### config.mk
export PLATFORM = sky130hd
export DESIGN_NAME = regfile_sb
export DESIGN_NICKNAME = d
export VERILOG_FILES = /design/src/rtl/npc_pkg.sv /design/src/rtl/regfile_scoreboard.sv /design/src/rtl/regfile_sb.sv
export SDC_FILE = /design/constraint.sdc
export NUM_CORES = 2
export LEC_CHECK = 0
export ABC_CLOCK_PERIOD_IN_PS = 3670
export CAP_MARGIN = 30
export CORE_MARGIN = 5
export CORE_UTILIZATION = 59
export DETAILED_ROUTE_END_ITERATION = 8
export PLACE_DENSITY = 0.76
export SETUP_SLACK_MARGIN = 0.15
export SLEW_MARGIN = 20
export SYNTH_ARGS = -nofsm -noshare
export SYNTH_HDL_FRONTEND = slang
export SYNTH_HIERARCHICAL = 1
export SYNTH_SLANG_ARGS = --single-unit
export TNS_END_PERCENT = 20
### constraint.sdc
create_clock -name clk -period 3.67 [get_ports clk]
set_clock_uncertainty 0.05 [all_clocks]
set_input_delay 0.734 -clock clk [delete_from_list [all_inputs] [get_ports clk]]
set_output_delay 0.734 -clock clk [all_outputs]
set_load 0.1 [all_outputs]
### src/rtl/npc_pkg.sv
// Shared NPC core constants: data width, GPR file depths, ABI register indices.
`default_nettype none

package npc_pkg;

  localparam int XLEN       = 32;
  localparam int RV_AW      = 5;
  localparam int NREG_RV32E = 16;
  localparam int NREG_RV32I = 32;
  localparam int REG_A0     = 10;

  // True when a 5-bit register field names a physically present GPR.
  function automatic logic addr_in_range(input logic [RV_AW-1:0] addr, input int nreg);
    return (int'(addr) < nreg);
  endfunction

endpackage

`default_nettype wire

### src/rtl/regfile_scoreboard.sv
// Per-GPR pending bits marking destinations of in-flight instructions; drives IDU busy lookup.
`default_nettype none

module regfile_scoreboard
  import npc_pkg::*;
#(
  parameter int NREG = NREG_RV32E,
  parameter int AW   = RV_AW
) (
  input  logic                 clk,
  input  logic                 rst_n,
  input  logic                 issue_valid_i,
  input  logic [AW-1:0]        issue_rd_i,
  input  logic                 exu_write_i,
  input  logic [AW-1:0]        exu_rd_addr_i,
  input  logic                 lsu_write_i,
  input  logic [AW-1:0]        lsu_rd_addr_i,
  input  logic [AW-1:0]        rs1_addr_i,
  input  logic [AW-1:0]        rs2_addr_i,
  output logic [(1<<AW)-1:0]   pending_o,
  output logic                 rs1_busy_o,
  output logic                 rs2_busy_o
);

  localparam int NSLOT = 1 << AW;

  logic [NSLOT-1:0] pending_q;
  logic [NSLOT-1:0] pending_d;

  // Bits 0 and >= NREG are never written, so they hold their reset value of 0.
  always_comb begin
    pending_d = pending_q;
    for (int i = 1; i < NREG; i++) begin
      if ((exu_write_i && exu_rd_addr_i == AW'(i)) ||
          (lsu_write_i && lsu_rd_addr_i == AW'(i))) begin
        pending_d[i] = 1'b0;
      end
      // A new issue supersedes the retiring write to the same register.
      if (issue_valid_i && issue_rd_i == AW'(i)) begin
        pending_d[i] = 1'b1;
      end
    end
  end

  always_ff @(posedge clk or negedge rst_n) begin
    if (!rst_n) begin
      pending_q <= '0;
    end else begin
      pending_q <= pending_d;
    end
  end

  assign pending_o  = pending_q;
  assign rs1_busy_o = (rs1_addr_i != '0) && addr_in_range(rs1_addr_i, NREG) && pending_q[rs1_addr_i];
  assign rs2_busy_o = (rs2_addr_i != '0) && addr_in_range(rs2_addr_i, NREG) && pending_q[rs2_addr_i];

endmodule

`default_nettype wire

### src/rtl/regfile_sb.sv
// NPC GPR file: two registered read ports, EXU/LSU writeback with optional bypass,
// illegal-address pulse and an integrated RAW scoreboard.
`default_nettype none

module regfile_sb
  import npc_pkg::*;
#(
  parameter int XLEN   = npc_pkg::XLEN,
  parameter int NREG   = NREG_RV32E,
  parameter int AW     = RV_AW,
  parameter int BYPASS = 1
) (
  input  logic            clk,
  input  logic            rst_n,
  input  logic [AW-1:0]   rs1_addr,
  input  logic [AW-1:0]   rs2_addr,
  output logic [XLEN-1:0] rs1_data,
  output logic [XLEN-1:0] rs2_data,
  output logic            rs1_busy,
  output logic            rs2_busy,
  input  logic            issue_valid,
  input  logic [AW-1:0]   issue_rd,
  input  logic            exu_write,
  input  logic [AW-1:0]   exu_rd_addr,
  input  logic [XLEN-1:0] exu_rd_data,
  input  logic            lsu_write,
  input  logic [AW-1:0]   lsu_rd_addr,
  input  logic [XLEN-1:0] lsu_rd_data,
  output logic            ill_addr,
  output logic [XLEN-1:0] a0_out
);

  localparam int NSLOT = 1 << AW;

  logic [XLEN-1:0] regs_q [NSLOT];
  logic [XLEN-1:0] regs_d [NSLOT];
  logic [XLEN-1:0] rs1_data_q, rs1_data_d;
  logic [XLEN-1:0] rs2_data_q, rs2_data_d;
  logic            ill_q, ill_d;
  logic [NSLOT-1:0] w_pending;

  // LSU is assigned last so it wins a same-address collision (older instruction).
  always_comb begin
    regs_d = regs_q;
    for (int i = 1; i < NREG; i++) begin
      if (exu_write && exu_rd_addr == AW'(i)) regs_d[i] = exu_rd_data;
      if (lsu_write && lsu_rd_addr == AW'(i)) regs_d[i] = lsu_rd_data;
    end
  end

  function automatic logic [XLEN-1:0] read_mux(input logic [AW-1:0] addr);
    logic [XLEN-1:0] val;
    val = '0;
    if (addr != '0 && addr_in_range(addr, NREG)) begin
      val = regs_q[addr];
      if (BYPASS != 0) begin
        if (exu_write && exu_rd_addr == addr) val = exu_rd_data;
        if (lsu_write && lsu_rd_addr == addr) val = lsu_rd_data;
      end
    end
    return val;
  endfunction

  always_comb begin
    rs1_data_d = read_mux(rs1_addr);
    rs2_data_d = read_mux(rs2_addr);
    ill_d = !addr_in_range(rs1_addr, NREG)
         || !addr_in_range(rs2_addr, NREG)
         || (issue_valid && !addr_in_range(issue_rd, NREG))
         || (exu_write   && !addr_in_range(exu_rd_addr, NREG))
         || (lsu_write   && !addr_in_range(lsu_rd_addr, NREG));
  end

  always_ff @(posedge clk or negedge rst_n) begin
    if (!rst_n) begin
      for (int i = 0; i < NSLOT; i++) regs_q[i] <= '0;
      rs1_data_q <= '0;
      rs2_data_q <= '0;
      ill_q      <= 1'b0;
    end else begin
      regs_q     <= regs_d;
      rs1_data_q <= rs1_data_d;
      rs2_data_q <= rs2_data_d;
      ill_q      <= ill_d;
    end
  end

  regfile_scoreboard #(
    .NREG (NREG),
    .AW   (AW)
  ) u_scoreboard (
    .clk           (clk),
    .rst_n         (rst_n),
    .issue_valid_i (issue_valid),
    .issue_rd_i    (issue_rd),
    .exu_write_i   (exu_write),
    .exu_rd_addr_i (exu_rd_addr),
    .lsu_write_i   (lsu_write),
    .lsu_rd_addr_i (lsu_rd_addr),
    .rs1_addr_i    (rs1_addr),
    .rs2_addr_i    (rs2_addr),
    .pending_o     (w_pending),
    .rs1_busy_o    (rs1_busy),
    .rs2_busy_o    (rs2_busy)
  );

  assign rs1_data = rs1_data_q;
  assign rs2_data = rs2_data_q;
  assign ill_addr = ill_q;

`ifndef SYNTHESIS
  assign a0_out = regs_q[REG_A0];
`else
  assign a0_out = '0;
`endif

  logic w_unused;
  assign w_unused = ^w_pending;

endmodule

`default_nettype wire

* After elaboration in Yosys (flattened, before gate mapping)
Index checks and enable logic that the tools add are counted.
Operators by class: $lt $le $gt $ge 9, bitwise logic cells 2, reductions and logical operators 112, equal/unequal tests 49, mux-type cells 76
Operator list (count):
- 32-bit 2-to-1 mux | 40
- 32-bit binary-select mux with 5-bit select | 2
- 5-bit by 4-bit == test with 1-bit output (second input constant) | 24
- 5-bit by 3-bit == test with 1-bit output (second input constant) | 12
- 2-bit nonzero test | 30
- 1-bit logical AND | 56
- 1-bit 2-to-1 mux | 32
- 5-bit by 2-bit == test with 1-bit output (second input constant) | 6
- 5-bit < comparator (second input constant) | 5
- 5-bit == test | 4
- 1-bit logical OR | 19
- 5-bit by 1-bit == test with 1-bit output (second input constant) | 3
- 6-bit greater-or-equal comparator (second input constant) | 2
- 5-bit by 6-bit < comparator with 1-bit output (second input constant) | 2
- 5-bit inverter with 6-bit output | 2
- 1-bit binary-select mux with 5-bit select | 2
- 5-bit nonzero test | 2
- 1-bit logical NOT | 5
Word-level totals: word-level logic and storage cells 281, output and inout bits 99, input port bits 94, register bits 560

* Longest topological paths before layout
depth in word-level cells 7, mapped depth 9, gate-level depth less buffers 5

* Hierarchy
Netlist, hierarchy kept.
Modules (own cells, without submodules):
- regfile_sb | area an instance 33547.2 µm², times used 1, seq. area each 13638.1 µm², cells each 3265
- regfile_scoreboard | area an instance 1227.4 µm², times used 1, seq. area each 375.4 µm², cells each 120

* Least setup slack after synthesis
OpenSTA, ideal clock, no wires.
kind in2out, from input rs1_addr[0], to output rs1_busy, buffers on the path 1, path slack -0.467 ns, required time 2.886 ns, cell stages on the path 4, data arrival time 3.353 ns, path through buf_2 > mux4_2 > nor2_1 > o21ai_0
On the way: cells in the longest elaborated chain, start to end 3
RTL lines:
- start, declared | RTL line regfile_sb.sv:15 | input logic [AW-1:0] rs1_addr,
- 1-bit binary-select mux with 5-bit select, or another cell as far along | RTL line regfile_scoreboard.sv:54 | assign rs1_busy_o = (rs1_addr_i != '0) && addr_in_range(rs1_addr_i, NREG) && pending_q[rs1_addr_i];
- 1-bit 2-to-1 mux (implied by the code) or 1-bit logical AND (tied branches) | RTL line regfile_scoreboard.sv:54
- 1-bit logical AND * | RTL line regfile_scoreboard.sv:54
- end, declared | RTL line regfile_sb.sv:19 | output logic rs1_busy,
Every way passes the cells marked *; elsewhere a longest branch is shown, timed or not. The select of a mux whose other input is x is not followed.

* Worst setup path after layout
from input rs2_addr[0], to output rs2_busy
On the way: cells in the longest elaborated chain, start to end 3
RTL lines:
- start, declared | RTL line regfile_sb.sv:16 | input logic [AW-1:0] rs2_addr,
- 1-bit binary-select mux with 5-bit select, or another cell as far along | RTL line regfile_scoreboard.sv:55 | assign rs2_busy_o = (rs2_addr_i != '0) && addr_in_range(rs2_addr_i, NREG) && pending_q[rs2_addr_i];
- 1-bit 2-to-1 mux (implied by the code) or 1-bit logical AND (tied branches) | RTL line regfile_scoreboard.sv:55
- 1-bit logical AND * | RTL line regfile_scoreboard.sv:55
- end, declared | RTL line regfile_sb.sv:20 | output logic rs2_busy,
Marks and branches as above.

==> summary.txt <==
Global route
  • First-pass GRT wire length: 186 mm
  • Grt ovf: 0
  • GRT Resource Usage Total: 0.381
  • Number of global-route vias before repair: 29922
  • Initial antenna violation count: 6
  • Largest net degree at the start of global routing: 99

Die
  • Initial Utilization: 0.598
  • Die Ht: 252 um
  • FP Rows: 88
  • Die width: 252 um
  • Core box area: 0.0579 sq mm
  • DIE AREA: 0.0637 sq mm
  • IO Pins: 193

Pwr
  • Int Pwr: 14.5 mW
  • Power share of the clock group: 0.303
  • Cell Pwr Density: 554 mW/mm^2
  • Sequential Power Share: 0.417
  • Worst VDD drop: 0.456 mV
  • Net Sw Power: 7.26 mW
  • Pleak: 17.3 nW
  • Sw Share: 0.333
  • Comb pwr share: 0.280

Setup path
  • Reg2reg setup slack: 1.66 ns
  • Delay of the slowest critical-path stage: 0.66 ns
  • Type of origin of the critical path: input pin
  • CP Max Fanout: 30
  • Worst Path Arrival: 2.40 ns
  • Worst Path Required: 2.89 ns
  • Kind of critical path: in2out
  • Slowest cell on crit path: mux4_1
  • Reg-to-reg startpoint: regs_q[559]
  • Worst Setup End Kind: primary output
  • Critical Path Source: rs2_addr[0]
  • Crit-path cells: buf_6 > mux4_1 > nor3b_1 > or3_1 > a21oi_1 > buf_12
  • Crit-path leading delay family: multiplexers
  • WP buf/inv: 2

STA
  • Final setup vio count: 0
  • Crit path time final: 3.18 ns
  • Slew headroom: 0.324
  • Max-slew violation count: 0
  • Hold Fails Final Rpt: 0
  • Worst-Margin Slew: 1.01 ns
  • TNS Setup: 0 ns
  • Max Fclk: 315 MHz
  • RSZ-0062 raised after global routing: no
  • Final period util: 0.866

Detailed routing
  • First drt pass iteration count: 8
  • Routed Antenna Nets: 0
  • Starting DRC count in detailed routing: 4186
  • DR DRC count: 0
  • Detailed Route WL: 124 mm
  • Vias: 29880
  • Wire per inst: 29.8 um
  • Via density: 7.19

CTS
  • Clock Latency Late Sink: 0.64 ns
  • CTS tree: yes
  • Hold Buf Count CTS: 0
  • CTS root buf: clkbuf_16
  • Post-CTS Setup Bufs: 0
  • CTS sink cnt: 560
  • Total CTS buffers: 61
  • Reg clk slew, reported paths: 0.07 ns
  • CTS resizes: 0
  • CTS Buffer Depth: 3
  • H-tree lvl count: 2

Job
  • Max Cap Viol: 0

Synth
  • Syn Std Cell Area: 0.0346 sq mm
  • Synth Area per Inst: 10.3 sq um
  • Synth warn: 6
  • Mapped Cells: 3367

Layout
  • Layout cells sized above 1: 0.173
  • Design Area, Final: 0.0393 sq mm
  • Layout area overhead: 13.5%
  • Nets: 3431
  • Filler cells: 4220

Run status
  • Outcome: finished clean

Place
  • Gpl congestion: 0.918
  • Dpl cell area: 0.0372 sq mm
  • Port bufs: 160
  • Hpwl dp: 74.4 mm

Worst hold path
  • Worst hold path class: in2async
==> cells in the final DEF, fill, tap and decap left out, drive strengths merged, types with 8 or more instances in the layout <==
cell type      count
clkbuf            73
a221oi            95
a31oi             21
dfrtp            560
a22o              29
mux2              63
o21ai            118
clkinvlp          11
a21oi            400
nor2b             83
nor2             477
and2              10
bufinv             9
o31ai             37
clkinv            20
mux4             196
buf              165
clkdlybuf4s50    149
conb              32
mux2i            491
nand2            152
xor2               8
xnor2             10
nand3             16
nor3              28
a22oi             56
==> final cells by class <==
class | instances | area (sq um) | share of cell area
diodes | 3 | 7.51 | 0.000191
clock buffers | 73 | 1670 | 0.0425
flip-flops and latches | 560 | 14000 | 0.356
repair buffers | 314 | 3350 | 0.0851
well taps | 765 | 957 | 0.0243
multi-input cells | 2396 | 18900 | 0.479
inverters | 4 | 15.0 | 0.000382
clock inverters | 40 | 464 | 0.0118
==> layer usage <==
metal	vias to the layer above	track usage	wire length, um
met5	-	0	37
met2	2574	0.570	54500
met4	6	0.217	8780
li1	12148	-	-
met1	14541	0.499	43500
met3	611	0.115	17100
==> flip-flops by register name, summed over array words and instances, names as in the netlist <==
signal and flops:
rs1_data 32, regs_q 480, u_scoreboard/pending_o 15, rs2_data 32, ill_addr 1
==> power by group through the flow <==
stage | sequential [mW] | clock [mW] | combinational [mW]
after floorplan | 9.32 | 0 | 3.96
after global placement | 8.90 | 0 | 5.78
after detailed placement | 9.05 | 0 | 6.01
after CTS | 8.98 | 6.62 | 6.04
after global routing | 9.20 | 6.88 | 6.53
final | 9.07 | 6.60 | 6.10
==> metrics by stage <==
stage               utilization  hold slack [ns]  power [mW]  setup WS (ns)  cells
finish                    0.679            0.106        21.8          0.491   4155
global route              0.679            0.151        22.6          0.392   4155
CTS                       0.679            0.141        21.6          0.495   4151
detailed placement        0.642            0.463        15.1          0.433   4038
global placement          0.641            0.456        14.7          0.517   4037
floorplan                     -            0.388        13.3         0.0351   3398
==> final timing paths <==
kind | to | cells past startpoint
max | rs2_busy | 6
min | regs_q[766] | 1
max reg2reg | rs2_data[15] | 5
min reg2reg | u_scoreboard/pending_o[12] | 1
max in group asynchronous | regs_q[904] | 2
min in group clk | u_scoreboard/pending_o[12] | 1
Power figures use the tool's default switching activity.
